$ cat src/rtl/instr_fetch_unit.sv
// instr_fetch_unit: IF stage of the lab pipeline.
//
// Holds the fetch PC, reads a word-addressed instruction memory
// combinationally and registers the result into the IF/ID slot. The control
// unit can hold the stage with freeze (this is how the two-cycle swap opcode
// 6'b111111 keeps its instruction in IF/ID). EXE branch resolution can
// redirect the PC with branch_taken, which squashes the wrong-path slot.
// The memory has a synchronous load port for benches and the boot loader.
//
// Optional feature (macro IF_PERF_CNT_EN): adds saturating stall/flush
// counters. Without the macro those ports and counters do not exist.
//
// Parameters:
//   MEM_DEPTH  number of 32-bit instruction words (power of two, >= 2)
//   PC_W       PC and address width in bits
//   RESET_PC   word-aligned PC loaded on reset
//
// Ports:
//   clk           rising-edge clock
//   rst           synchronous reset, active-high, highest priority
//   freeze        hold PC and IF/ID
//   branch_taken  redirect PC to branch_addr and squash the fetched slot
//   branch_addr   redirect target (byte address, low two bits dropped)
//   imem_we       instruction memory write enable
//   imem_waddr    instruction memory write byte address
//   imem_wdata    instruction memory write data
//   if_instr      IF/ID instruction (opcode = if_instr[31:26])
//   if_pc         IF/ID PC+4 of the fetched instruction
//   if_valid      IF/ID slot holds a real fetched instruction
//   pc            current fetch PC
//   stall_cnt     (IF_PERF_CNT_EN) cycles held by freeze without a branch
//   flush_cnt     (IF_PERF_CNT_EN) cycles with a taken branch
module instr_fetch_unit #(
  parameter int              MEM_DEPTH = 64,
  parameter int              PC_W      = 32,
  parameter logic [PC_W-1:0] RESET_PC  = '0
) (
  input  logic            clk,
  input  logic            rst,
  input  logic            freeze,
  input  logic            branch_taken,
  input  logic [PC_W-1:0] branch_addr,
  input  logic            imem_we,
  input  logic [PC_W-1:0] imem_waddr,
  input  logic [31:0]     imem_wdata,
  output logic [31:0]     if_instr,
  output logic [PC_W-1:0] if_pc,
  output logic            if_valid,
  output logic [PC_W-1:0] pc
`ifdef IF_PERF_CNT_EN
  ,
  output logic [31:0]     stall_cnt,
  output logic [31:0]     flush_cnt
`endif
);

  localparam int AW = $clog2(MEM_DEPTH);
  // One extra bit so a depth equal to the full word-address space still fits.
  localparam logic [PC_W-2:0] DEPTH_EXT = (PC_W-1)'(MEM_DEPTH);

  logic [31:0]     mem [MEM_DEPTH];

  logic            fetch_ok_p0;
  logic [31:0]     fetch_data_p0;
  logic [PC_W-1:0] pc_seq_p0;
  logic            wr_ok;
  logic            unused_bits;

  // Byte-offset bits of the addresses are intentionally ignored.
  assign unused_bits = ^{branch_addr[1:0], imem_waddr[1:0]};

  // ---- Stage p0: combinational fetch from the current PC ----
  // Compare the full word address so high PC bits cannot alias into memory.
  assign fetch_ok_p0   = {1'b0, pc[PC_W-1:2]} < DEPTH_EXT;
  assign fetch_data_p0 = fetch_ok_p0 ? mem[pc[AW+1:2]] : 32'h0;
  assign pc_seq_p0     = pc + PC_W'(4);   // wraps modulo 2^PC_W

  assign wr_ok = {1'b0, imem_waddr[PC_W-1:2]} < DEPTH_EXT;

  // Memory is never reset and accepts writes during reset and freeze. The
  // fetch path reads the array before this nonblocking update lands, giving
  // read-before-write on a same-word collision.
  always_ff @(posedge clk) begin
    if (imem_we && wr_ok) begin
      mem[imem_waddr[AW+1:2]] <= imem_wdata;
    end
  end

  // ---- Stage p1: IF/ID register and PC update ----
  // Priority: reset, then branch (wins over freeze), then freeze, then fetch.
  always_ff @(posedge clk) begin
    if (rst) begin
      pc       <= RESET_PC;
      if_instr <= 32'h0;
      if_pc    <= '0;
      if_valid <= 1'b0;
    end else if (branch_taken) begin
      pc       <= {branch_addr[PC_W-1:2], 2'b00};
      if_instr <= 32'h0;
      if_pc    <= '0;
      if_valid <= 1'b0;
    end else if (!freeze) begin
      pc       <= pc_seq_p0;
      if_instr <= fetch_data_p0;
      if_pc    <= pc_seq_p0;
      if_valid <= fetch_ok_p0;
    end
  end

`ifdef IF_PERF_CNT_EN
  function automatic logic [31:0] sat_inc(input logic [31:0] v);
    return (v == 32'hFFFF_FFFF) ? v : v + 32'd1;
  endfunction

  always_ff @(posedge clk) begin
    if (rst) begin
      stall_cnt <= 32'h0;
      flush_cnt <= 32'h0;
    end else begin
      if (freeze && !branch_taken) stall_cnt <= sat_inc(stall_cnt);
      if (branch_taken)            flush_cnt <= sat_inc(flush_cnt);
    end
  end
`endif

endmodule
$ cat config.mk
export PLATFORM = sky130hd
export DESIGN_NAME = instr_fetch_unit
export DESIGN_NICKNAME = d
export VERILOG_FILES = /design/src/rtl/instr_fetch_unit.sv
export SDC_FILE = /design/constraint.sdc
export NUM_CORES = 2
export LEC_CHECK = 0
export ABC_CLOCK_PERIOD_IN_PS = 4790
export BUFFER_PORTS_ARGS = -buffer_cell sky130_fd_sc_hd__buf_4
export CAP_MARGIN = 20
export CORE_MARGIN = 1.5
export CORE_UTILIZATION = 68
export CTS_BUF_LIST = sky130_fd_sc_hd__clkbuf_4
export CTS_CLUSTER_DIAMETER = 120
export DETAILED_ROUTE_END_ITERATION = 16
export GPL_ROUTABILITY_DRIVEN = 0
export PLACE_DENSITY = 0.86
export SYNTH_ARGS = -nofsm -noshare
export SYNTH_HDL_FRONTEND = slang
export SYNTH_SLANG_ARGS = --single-unit
$ cat constraint.sdc
create_clock -name clk -period 4.79 [get_ports clk]
set_input_delay 0.2395 -clock clk [delete_from_list [all_inputs] [get_ports clk]]
set_output_delay 0.2395 -clock clk [all_outputs]
set_load 0.03 [all_outputs]
# == Word level (Yosys, flattened, before mapping) ==
# Memories as Yosys holds them, arrays and structs flattened. A register that Yosys moved wholly into a read port is not among the register bits.
# Cells that the tools add are included.
# classes
n_reduce_logical,2
n_addsub,1
muxes,7
n_eq_ne,1
n_lt_le_gt_ge,2
# op_table
operator,count
2-to-1 mux 32 bit,3
"less-than comparator 30 x 7 -> 1 bit, second input constant",2
"adder 32 x 3 -> 32 bit, second input constant",1
2-to-1 mux 6 bit,2
2-to-1 mux 1 bit,2
"inequality test 2 x 1 -> 1 bit, second input constant",1
OR reduction 2 bit,1
logical AND 1 bit,1
# totals
out_inout_bits,97
mem_count,1
ramBits,2048
reg_bits,97
word_cells,19
inputBits,101
# memory_table
memory,words,width,rd,rd_clocked_by_memory_dff,write_ports,line_no,source
mem,64,32,1,1,1,61,logic [31:0] mem [MEM_DEPTH];

# == Logic depth before layout (Yosys ltp) ==
# logic_depth
ltp_word,5
mapped_depth,11
mapped_depth_nobuf,7

# == Least setup slack after synthesis ==
# No wires, ideal clock.
# synth_path
path_type,in2reg
start,input imem_waddr[31]
end,"memory mem[45][0], enable pin"
setup_ns,0.421
required_time_ns,4.369
n_path_buf,0
t_arrival_ns,2.645
path_stages,5
path_slack_ns,1.724
cell_sequence,nor4b_1 > nand4_1 > nor3_1 > nand3_1 > nor2_1
# synth_via
elab_chain_cells,4
# synth_rtl
item,line_no,source
"start, declared",44,"input logic [PC_W-1:0] imem_waddr,"
less-than comparator 30 x 7 -> 1 bit,78,"assign wr_ok = {1'b0, imem_waddr[PC_W-1:2]} < DEPTH_EXT;"
logical AND 1 bit,84,if (imem_we && wr_ok) begin
2-to-1 mux 1 bit,84,
2-to-1 mux 1 bit (implied by the code),85,mem[imem_waddr[AW+1:2]] <= imem_wdata;
"end, declared",61,
# No other way between the ends.

# == Worst setup path after layout ==
# layout_path
start,input imem_waddr[11]
end,"memory mem[32][22], enable pin"
# Same word-level chain as after synthesis.

==> results_dict.tcl <==
set metrics [dict create \
    status "finished clean" \
    end_kind "flip-flop" \
    drc_errors 0 \
    powerDensity_mw_per_mm2 401 \
    io_pins 198 \
    hold_ws_ns 0.0660 \
    synth_cells 3930 \
    p_total_uw 38100 \
    cts_root_buffer "clkbuf_4" \
    slowest_delay_ns 0.85 \
    antenna_found_initial 12 \
    fillers 5402 \
    worstPathMaxFanout 23 \
    swShare_pct 23.5 \
    routed_wl_mm 239 \
    min_period_over_period_pct 96.2 \
    pre_cts_slack_ns 1.19 \
    final_util_pct 79.1 \
    synth_edf_count 2048 \
    drtAntennaViolNets 0 \
    use_met3_pct 11.7 \
    coreArea_mm2 0.120 \
    wl_per_cell_um 35.6 \
    nets 4838 \
    die_area_mm2 0.123 \
    synth_flop_cell "edfxtp_1" \
    critPathSlowestCell "nor2_4" \
    cell_internal_pwr_uw 29200 \
    hold_path_depth 2 \
    ys_warn_count 0 \
    setup-tns-final_ns 0 \
    start_util_pct 68.6 \
    clk_pin_slew_ns 0.08 \
    netlist_area_mm2 0.0823 \
    worst-setup-path-type "in2reg" \
    cp.arrival_ns 5.58 \
    vdd_drop_max_v 0.000346 \
    ys_types 58 \
    max_freq_mhz 217 \
    r2r_cells 7 \
    setup_viol 0 \
    power_frac_clock_pct 40.2 \
    syn2layout_area_growth_pct 15.4 \
    crit_buf_inv 8 \
    crit_path_frequent_cell "dlygate4sd3_1" \
    io_buffers 189 \
    first_global_vias 49278 \
    hold_viol 0 \
    synthArstFlopShare_pct 0 \
    use_met1_pct 48.3 \
    htree_levels 6 \
    overflow 0 \
    worst_slew_margin_rel_pct 26.3 \
    setup_ws_ns 0.180 \
    critPathLaunchType "input pin" \
    post-route-min-period_ns 4.61 \
    seqCellArea_mm2 0.0635 \
    row_count 127 \
    post_cts_buffers 0 \
    worstReg2RegEnd "if_instr[25]$_SDFFE_PP0N_" \
    max-clock-path-buffers 4 \
    cts-resized-gates 0 \
    use_met2_pct 61.8 \
    numCtsBuffers 530 \
    reg2reg_slack_ns 1.18 \
    grt_pass1_wl_mm 336 \
    slew_viol_final 0 \
    drv_cap 0 \
    drt_iter0_drc 8273 \
    seq_power_share_pct 54.2 \
    p_leak_uw 0.0304 \
    worstMarginPinSlew_ns 1.10 \
    clock_sinks 2147 \
    path_delay_family "buffers and inverters" \
    dp_hpwl_mm 120 \
    power.switching_uw 8930 \
    min_from "imem_wdata[13]" \
    skew_ns 0.0837 \
    cts_tree "done" \
    crit_path_cell_trace "dlygate4sd3_1, buf_4, nor4_1, dlygate4sd3_1, nand3_1, dlygate4sd3_1, nor3_1, dlygate4sd3_1, buf_4, nand2_1, dlygate4sd3_1, nor2_4, buf_4" \
    hold_class "in2reg" \
    grt_max_degree 83 \
    multi_input_area_mm2 0.0183 \
    grt_setup_unrepaired "no" \
    die_x_um 351 \
    clkLatencyLatePin_ns 1.34 \
    power_frac_comb_pct 5.6 \
    required_ns 5.76 \
    synth_seq_cells 2147 \
    final_layout_size_suffix_gt1_share_pct 33.1 \
    die_y_um 351 \
    grt_busiest_layer "met2" \
    drt-pass1-iter-count 6 \
    whs_endpoint "mem[49][13]$_DFFE_PP_" \
    grt_usage_pct 39.4 \
    yosysSeqAreaShare_pct 77.2 \
    avgSynthCellArea_um2 20.9 \
    vias_per_cell 7.14 \
    vias 47951 \
]
placed cells by master (no fill, tap or decap), types with 15 or more instances in the layout:
master            n
nor3_1           16
nor2_4           68
xnor2_1          28
dlygate4sd3_1   170
mux4_2          446
nand2_1         118
a22oi_1         116
buf_12           35
edfxtp_1       2048
a22o_1           26
buf_4           295
mux2i_1         258
clkbuf_4        759
a211oi_1         15
clkinv_1         80
nand4_1          34
mux2_2           15
o21ai_0          25
inv_2            18
a221o_1          32
dfxtp_1          95
nor2_1           64
clkinv_2         16
a21oi_1          82
nand3_1          85
Yosys cell counts (2+ instances only):
cell / n / area share [%]
mux2i_1: 258 / 3.1
buf_2: 90 / 0.55
nor2b_1: 10 / 0.076
a31oi_1: 2 / 0.015
or3_1: 8 / 0.061
a211oi_1: 15 / 0.14
a21oi_1: 82 / 0.50
buf_4: 15 / 0.14
nor4_1: 14 / 0.11
edfxtp_1: 2048 / 75
a41oi_1: 2 / 0.021
o2111ai_1: 9 / 0.096
nor2_2: 2 / 0.015
or2_2: 3 / 0.023
a221o_1: 32 / 0.39
nand2b_1: 5 / 0.038
inv_1: 5 / 0.023
nor4_2: 2 / 0.030
o211a_1: 3 / 0.037
a22oi_1: 116 / 1.1
xor2_1: 14 / 0.15
nand3_1: 85 / 0.52
a21o_1: 9 / 0.082
nand4_1: 34 / 0.26
a22o_1: 26 / 0.28
mux2_2: 15 / 0.21
dfxtp_1: 99 / 2.4
xnor2_1: 28 / 0.30
and2_1: 5 / 0.038
o21ai_0: 25 / 0.15
a221oi_1: 4 / 0.043
mux4_2: 446 / 12
buf_1: 19 / 0.087
nand2_1: 118 / 0.54
nand3b_1: 6 / 0.055
nor3_1: 16 / 0.097
and3_1: 6 / 0.046
or3b_2: 2 / 0.021
nor2_1: 130 / 0.59
clkbuf_1: 101 / 0.46
and4_1: 2 / 0.021
buf_6: 3 / 0.041
routing by layer:
layer  share of wire, %  vias to the layer above
li1                   -                    18271
met1                 30                    23598
met2                 48                     5022
met3                 15                     1050
met4                7.3                       10
met5              0.026                        -
worst reg2reg max path, delay by kind of cell, from the launching register on:
| family | cells | cell delay (ns) |
|---|---|---|
| muxes | 1 | 0.58 |
| AOI/OAI and AO/OA | 3 | 0.94 |
| DFF | 1 | 0.83 |
| buffers and inverters | 2 | 0.83 |
| and+or+nand+nor | 1 | 0.38 |
logic make-up (layout without fill, tap and decap cells):
family / count (synthesis) / in the layout / share of synthesized area, %
compound gates: 329 / 329 / 2.84
other cells: 1 / 14 / 0.00456
simple gates: 457 / 457 / 2.66
xor+xnor: 42 / 42 / 0.447
buf+inv: 234 / 1394 / 1.30
mux: 719 / 719 / 15.6
fa+ha+maj: 1 / 1 / 0.0152
flops: 2147 / 2147 / 77.2
worst max-delay path by stage:
stage	slack, ns	end	from	depth (start not counted)
3_3_place_gp	1.29	mem[29][16]$_DFFE_PP_	imem_waddr[31]	9
6_report	0.18	mem[32][22]$_DFFE_PP_	imem_waddr[11]	13
5_1_grt	0.05	mem[32][22]$_DFFE_PP_	imem_waddr[11]	13
3_5_place_dp	1.19	mem[29][27]$_DFFE_PP_	imem_waddr[31]	9
2_1_floorplan	1.72	mem[45][0]$_DFFE_PP_	imem_waddr[31]	5
4_1_cts	0.38	mem[32][22]$_DFFE_PP_	imem_waddr[11]	13
metrics by stage:
stage,instances,cell area (um^2)
CTS,6704,94900
finish,6715,94900
floorplan,3933,82300
detailed placement,5643,86700
global route,6713,94900
global placement,5643,86700
flip-flops by register name, indices dropped and copies added, names as in the netlist, named ones only:
register	flops
if_instr	32
if_pc	30
mem	2048
if_valid	1
pc	30
cell type report:
cell class,instances,share of cell area [%]
clock inverter,130,0.817
inverter,5,0.0198
tap,1612,2.13
clock buffer,759,6.00
sequential,2147,66.9
antenna,10,0.0264
multi-input combinational,1552,19.2
timing repair buffer,500,4.86
repair_timing:
| item | 4_1_cts | 5_1_grt |
|---|---|---|
| setup endpoints to repair | 0 | 0 |
| endpoints found under the hold margin | 2763 | 0 |
| hold buffers | 172 | 0 |
power by group through the flow:
| stage | combinational, uW | sequential [uW] | clock [uW] |
|---|---|---|---|
| global placement | 1810 | 21000 | 0 |
| CTS | 2050 | 20600 | 15200 |
| detailed placement | 1890 | 21000 | 0 |
| finish | 2130 | 20600 | 15300 |
| floorplan | 1090 | 21000 | 0 |
| global route | 2180 | 20600 | 16200 |
Power figures use the tool's default switching activity.
